`src/rtl/norm_packer.sv`:
```
// norm_packer: packs the two serial normalized streams into COL-wide row pairs
// and queues them in a DEPTH-row FIFO that drains through a valid/ready port.
module norm_packer #(
    parameter int COL   = 8,
    parameter int W_OUT = 16,
    parameter int DEPTH = 4
) (
    input  logic                       clk,
    input  logic                       reset,
    input  logic                       norm_valid,
    input  logic [W_OUT-1:0]           psum_norm_1,
    input  logic [W_OUT-1:0]           psum_norm_2,
    output logic                       m_valid,
    input  logic                       m_ready,
    output logic [COL*W_OUT-1:0]       m_data_1,
    output logic [COL*W_OUT-1:0]       m_data_2,
    output logic [$clog2(DEPTH):0]     level,
    output logic                       overflow,
    output logic [15:0]                rows_out
);

    localparam int AW   = $clog2(DEPTH);
    localparam int IDXW = (COL > 1) ? $clog2(COL) : 1;
    localparam int RW   = COL * W_OUT;

    logic [IDXW-1:0] r_idx;
    logic [RW-1:0]   r_asm_1;
    logic [RW-1:0]   r_asm_2;
    logic [RW-1:0]   r_mem_1 [DEPTH];
    logic [RW-1:0]   r_mem_2 [DEPTH];
    logic [AW:0]     r_wr_ptr;
    logic [AW:0]     r_rd_ptr;
    logic            r_overflow;
    logic [15:0]     r_rows_out;

    logic [RW-1:0]   w_row_1;
    logic [RW-1:0]   w_row_2;
    logic            w_last;
    logic            w_push;
    logic            w_pop;
    logic            w_full;
    logic            w_accept;

    assign w_last   = (r_idx == IDXW'(COL - 1));
    assign w_push   = norm_valid && w_last;
    assign w_full   = (r_wr_ptr[AW] != r_rd_ptr[AW]) &&
                      (r_wr_ptr[AW-1:0] == r_rd_ptr[AW-1:0]);
    assign w_pop    = m_valid && m_ready;
    // A full FIFO still takes a row when the head leaves on the same edge;
    // the freed slot is exactly the one the write pointer addresses.
    assign w_accept = w_push && (!w_full || w_pop);

    assign m_valid  = (r_wr_ptr != r_rd_ptr);
    assign level    = r_wr_ptr - r_rd_ptr;
    assign m_data_1 = r_mem_1[r_rd_ptr[AW-1:0]];
    assign m_data_2 = r_mem_2[r_rd_ptr[AW-1:0]];
    assign overflow = r_overflow;
    assign rows_out = r_rows_out;

    // Completed row: assembly contents with the current beat bypassed into its column.
    always_comb begin
        w_row_1 = r_asm_1;
        w_row_2 = r_asm_2;
        for (int k = 0; k < COL; k++) begin
            if (r_idx == IDXW'(k)) begin
                w_row_1[k*W_OUT +: W_OUT] = psum_norm_1;
                w_row_2[k*W_OUT +: W_OUT] = psum_norm_2;
            end
        end
    end

    // Beat counter and assembly registers; gaps hold everything.
    always_ff @(posedge clk) begin
        if (reset) begin
            r_idx   <= '0;
            r_asm_1 <= '0;
            r_asm_2 <= '0;
        end else if (norm_valid) begin
            r_asm_1 <= w_row_1;
            r_asm_2 <= w_row_2;
            r_idx   <= w_last ? '0 : r_idx + IDXW'(1);
        end
    end

    // Row FIFO storage, pointers and status counters.
    always_ff @(posedge clk) begin
        if (reset) begin
            for (int i = 0; i < DEPTH; i++) begin
                r_mem_1[i] <= '0;
                r_mem_2[i] <= '0;
            end
            r_wr_ptr   <= '0;
            r_rd_ptr   <= '0;
            r_overflow <= 1'b0;
            r_rows_out <= '0;
        end else begin
            if (w_accept) begin
                r_mem_1[r_wr_ptr[AW-1:0]] <= w_row_1;
                r_mem_2[r_wr_ptr[AW-1:0]] <= w_row_2;
                r_wr_ptr <= r_wr_ptr + (AW+1)'(1);
            end
            if (w_push && !w_accept) begin
                r_overflow <= 1'b1;
            end
            if (w_pop) begin
                r_rd_ptr   <= r_rd_ptr + (AW+1)'(1);
                r_rows_out <= r_rows_out + 16'd1;
            end
        end
    end

endmodule
```
`config.mk`:
```
export PLATFORM = sky130hd
export DESIGN_NAME = norm_packer
export DESIGN_NICKNAME = d
export VERILOG_FILES = /design/src/rtl/norm_packer.sv
export SDC_FILE = /design/constraint.sdc
export NUM_CORES = 2
export LEC_CHECK = 0
export BUFFER_PORTS_ARGS = -buffer_cell sky130_fd_sc_hd__buf_2
export CAP_MARGIN = 20
export CORE_MARGIN = 3
export CORE_UTILIZATION = 50
export DETAILED_ROUTE_END_ITERATION = 10
export PLACE_DENSITY = 0.7
export SETUP_SLACK_MARGIN = 0.02
export SYNTH_ARGS = -nofsm -noshare
export SYNTH_HDL_FRONTEND = slang
export SYNTH_SLANG_ARGS = --single-unit
```
`constraint.sdc`:
```
create_clock -name clk -period 42.4 [get_ports clk]
set_input_delay 6.36 -clock clk [delete_from_list [all_inputs] [get_ports clk]]
set_output_delay 6.36 -clock clk [all_outputs]
set_load 0.02 [all_outputs]
```
Yosys cells after proc, flatten, opt, wreduce, memory -nomap -nowiden --
Memories as Yosys holds them, arrays and structs flattened. A register that Yosys moved wholly into a read port is not among the register bits. Cells that the tools add are included.
Storage, ports and cells: register bits 282, bits in writable memories 1024, bits of input ports 36, output and inout port bits 277, word-level logic and storage cells 67, memories kept 2
Memories:
- r_mem_1 | words 4, bits a word 128, read ports 1, clocked after Yosys merged registers in 1, wr ports 4, line 29 | logic [RW-1:0] r_mem_1 [DEPTH];
- r_mem_2 | words 4, bits a word 128, read ports 1, clocked after Yosys merged registers in 1, wr ports 4, line 30 | logic [RW-1:0] r_mem_2 [DEPTH];
Cells by class: $add $sub $neg 5, equality and inequality tests 10, multiplexer cells 32, reduce and logical (&&, ||, !) cells 11
Operator list (count):
- 128-bit two-way mux | 2
- 16-bit two-way mux | 16
- 128-bit OR reduction | 2
- 16-bit by 1-bit adder with 16-bit output (second input constant) | 1
- 3-bit == test (second input constant) | 4
- 2-bit two-way mux | 6
- 3-bit by 1-bit adder with 3-bit output (second input constant) | 3
- 1-bit two-way mux | 7
- 3-bit by 2-bit == test with 1-bit output (second input constant) | 2
- 1-bit logical AND | 5
- 3-bit by 1-bit == test with 1-bit output (second input constant) | 1
- 3-bit logical NOT | 1
- 3-bit two-way mux | 1
- 3-bit inequality test | 1
- 3-bit subtractor | 1
- 2-bit == test | 1
- 1-bit logical NOT | 2
- 1-bit logical OR | 1
- 1-bit inequality test | 1

Depth between registers and ports, before layout --
depth after elaboration 10, gate-level depth with buffers 11, depth with buffers taken out 6

Worst setup path before layout --
Ideal clock, no wire load.
path type input to register, start point in norm_valid, end point mem r_mem_1[3][0] in the netlist's numbering, enable pin, library setup time 1.250 ns, data arrival time 25.583 ns, data required time 41.150 ns, setup slack 15.567 ns, stages 5, buffers on the path 2, cells stage by stage clkbuf_1 > and2_1 > buf_2 > o31ai_1 > o31ai_1
RTL lines:
- from (decl) | line 10 | input logic norm_valid,
- to (decl) | line 29

==> flow_summary.ini <==
[outcome]
outcome = completed

[floorplanning]
core_area_sq_mm = 0.106
ios = 313
die_height_um = 334
initial_core_util = 0.508
dieArea_sq_mm = 0.112
die_w_um = 334
rows = 119

[worst_setup_path]
required_ps = 42750
end_kind = register
worstSetupPathType = primary input to register
worstPathArrival_ps = 10970
cp-start-kind = primary input
critPathMaxFanout = 148

[timing]
fmax_mhz = 94.2
finalHoldViolations = 0
fin_skew_ps = 26.2
timing.setup.tns_ps = 0
tightest_slew_ps = 1140
relSlewSlack = 0.243
whs_ps = 455
maxSlewViolCount = 0
worst_slack_ps = 31780
setup_viol = 0
finalCriticalPeriod_ps = 10620
final.period_utilization = 0.250
rsz0062_at_grt = no

[place]
gp_congestion = 0.762
pre_cts_ws_ps = 30890
placed_cells = 5272
port_buffers = 312
place_hpwl_um = 76900

[yosys]
ys_top_cells_by_count = 1267 x nor2_1, 1024 x edfxtp_1, 284 x dfxtp_1
synthCells = 3847
synthAdderAreaFrac = 0.00292
avgSynthCellArea_sq_um = 14.0
synth_edf_count = 1024
synth_mux_area_frac = 0.155
synth_top_area_frac = 0.570
post-synth-top-count-cell = nor2_1
ys_ff_latch = 1308
synth_ff_type = edfxtp_1
synth_area_sq_mm = 0.0539
synth_cell_types = 41
synth_area_leaders = edfxtp_1 57%, mux4_2 11%, dfxtp_1 11%, nor2_1 8.8%, mux2i_1 4.8%
synth_sequential_area_ratio = 0.675
async_flop_share = 0
synth_warnings = 0
yosysTopAreaCell = edfxtp_1
synth_nets = 3895
synth-simple-area-share = 0.0970
synth_top_family_by_area = multiplexers
synth_compound_area_frac = 0.0383
synthXorXnorAreaFrac = 0.00239

[clock_tree]
clk_pin_slew_ps = 60
insertion_delay_ps = 740
post_cts_buffers = 0
cts_hold_buf = 0
cts_resized = 0
cts_tree = done
cts_num_sinks = 1308
cts_buffers = 136
cts_max_level = 4
clk_path_buf_depth = 3
clockRootBuffer = clkbuf_16

[detailed_routing]
drt_wl_total_um = 142000
post_drt_wl_per_cell_um = 25.8
route.vias.total = 32835
drc = 0
firstDrtPassIters = 5
ant_nets = 0
drt-initial-drc-count = 3837
viasPerCell = 5.94

[run]
maxCapViolCount = 0

[finish]
area_growth_pct = 12.7
finalNetCount = 4069
finish.utilization = 0.573
fill_cells = 8278
finalNonFillerCells = 5525
layout-drive-gt1-share = 0.203

[pwr]
ir_worst_vdd_mv = 0.0265
cellPowerDensity_mw_per_mm2 = 46.0
p_leak_uw = 0.0215

[hold_path]
hp-class = register to register

[grt]
grt_pass1_wl_um = 212000
grt_pass1_vias = 32057
antenna_found_initial = 2
grt_usage = 0.254
grt_max_degree = 156
overflow = 0
flip-flops by register name, indices dropped and copies added (netlist names), named ones only:
| name | count |
|---|---|
| r_wr_ptr | 3 |
| r_asm_2 | 128 |
| r_rd_ptr | 3 |
| overflow | 1 |
| r_mem_2 | 512 |
| r_idx | 3 |
| r_asm_1 | 128 |
| rows_out | 16 |
| r_mem_1 | 512 |
stage by stage:
step	instance area (sq um)	power, uW
after floorplan	53900	1590
after global placement	56300	1630
after detailed placement	56300	1640
after CTS	60700	2810
after global routing	60800	2880
final	60800	2800
placed cells by master (no fill, tap or decap), types with 5 or more instances in the layout:
cell type,count
dfxtp_1,282
inv_1,11
bufinv_16,9
clkbuf_16,140
a211oi_1,225
xor2_1,9
ha_1,9
o31ai_1,6
buf_12,7
edfxtp_1,1024
buf_4,41
nor2_1,1267
clkbuf_1,39
clkinv_8,5
a21oi_1,42
nand2_1,69
clkinv_2,21
mux2i_1,260
mux4_2,256
or4_1,5
clkbuf_8,16
clkinv_1,14
buf_2,310
final timing paths:
kind | start | slack (ps) | depth (start not counted) | endpoint
max | norm_valid | 31780 | 9 | r_mem_1[2][35]
min | r_asm_2[116] | 450 | 2 | r_asm_2[116]
max reg2reg | r_wr_ptr[0] | 36960 | 10 | r_mem_1[2][35]
min reg2reg | r_asm_2[116] | 450 | 2 | r_asm_2[116]
routing by layer:
layer | up-vias | GRT usage | routed length (um)
li1 | 14412 | - | -
met1 | 16631 | 0.361 | 57500
met2 | 1581 | 0.398 | 67200
met3 | 209 | 0.0573 | 14000
met4 | 2 | 0.0714 | 3700
met5 | - | 0 | 7
critical path, stage by stage:
cell,delay (ps)
buf_8,620
and2_1,320
o311ai_4,120
buf_4,240
buf_16,260
or3_4,620
nand2_4,770
buf_12,600
buf_4,630
cell families (layout without fill, tap and decap cells):
| logic type | count (synthesis) | after routing |
|---|---|---|
| flip-flops | 1308 | 1308 |
| buffers and inverters | 338 | 624 |
| adder cells (fa/ha/maj) | 12 | 12 |
| other | 0 | 1 |
| AND/OR/NAND/NOR | 1372 | 1372 |
| multiplexers | 517 | 517 |
| XOR/XNOR | 13 | 13 |
| AO/OA/AOI/OAI | 287 | 287 |
final cells by class:
type                    instances  area, sq um  area share
inverters                      12         45.0    0.000741
flip-flops and latches       1308        36400       0.599
diodes                          1         2.50   0.0000412
repair buffers                362         2080      0.0343
clock inverters                55          564     0.00928
well taps                    1391         1740      0.0286
clock buffers                 195         3870      0.0637
multi-input cells            2201        16000       0.264
where the power goes:
group / switching, uW / internal (uW) / total (uW)
registers: 16.8 / 1430 / 1440
clock network: 493 / 692 / 1190
logic: 120 / 46.0 / 166
No activity file was read; power rests on OpenSTA's default activity.
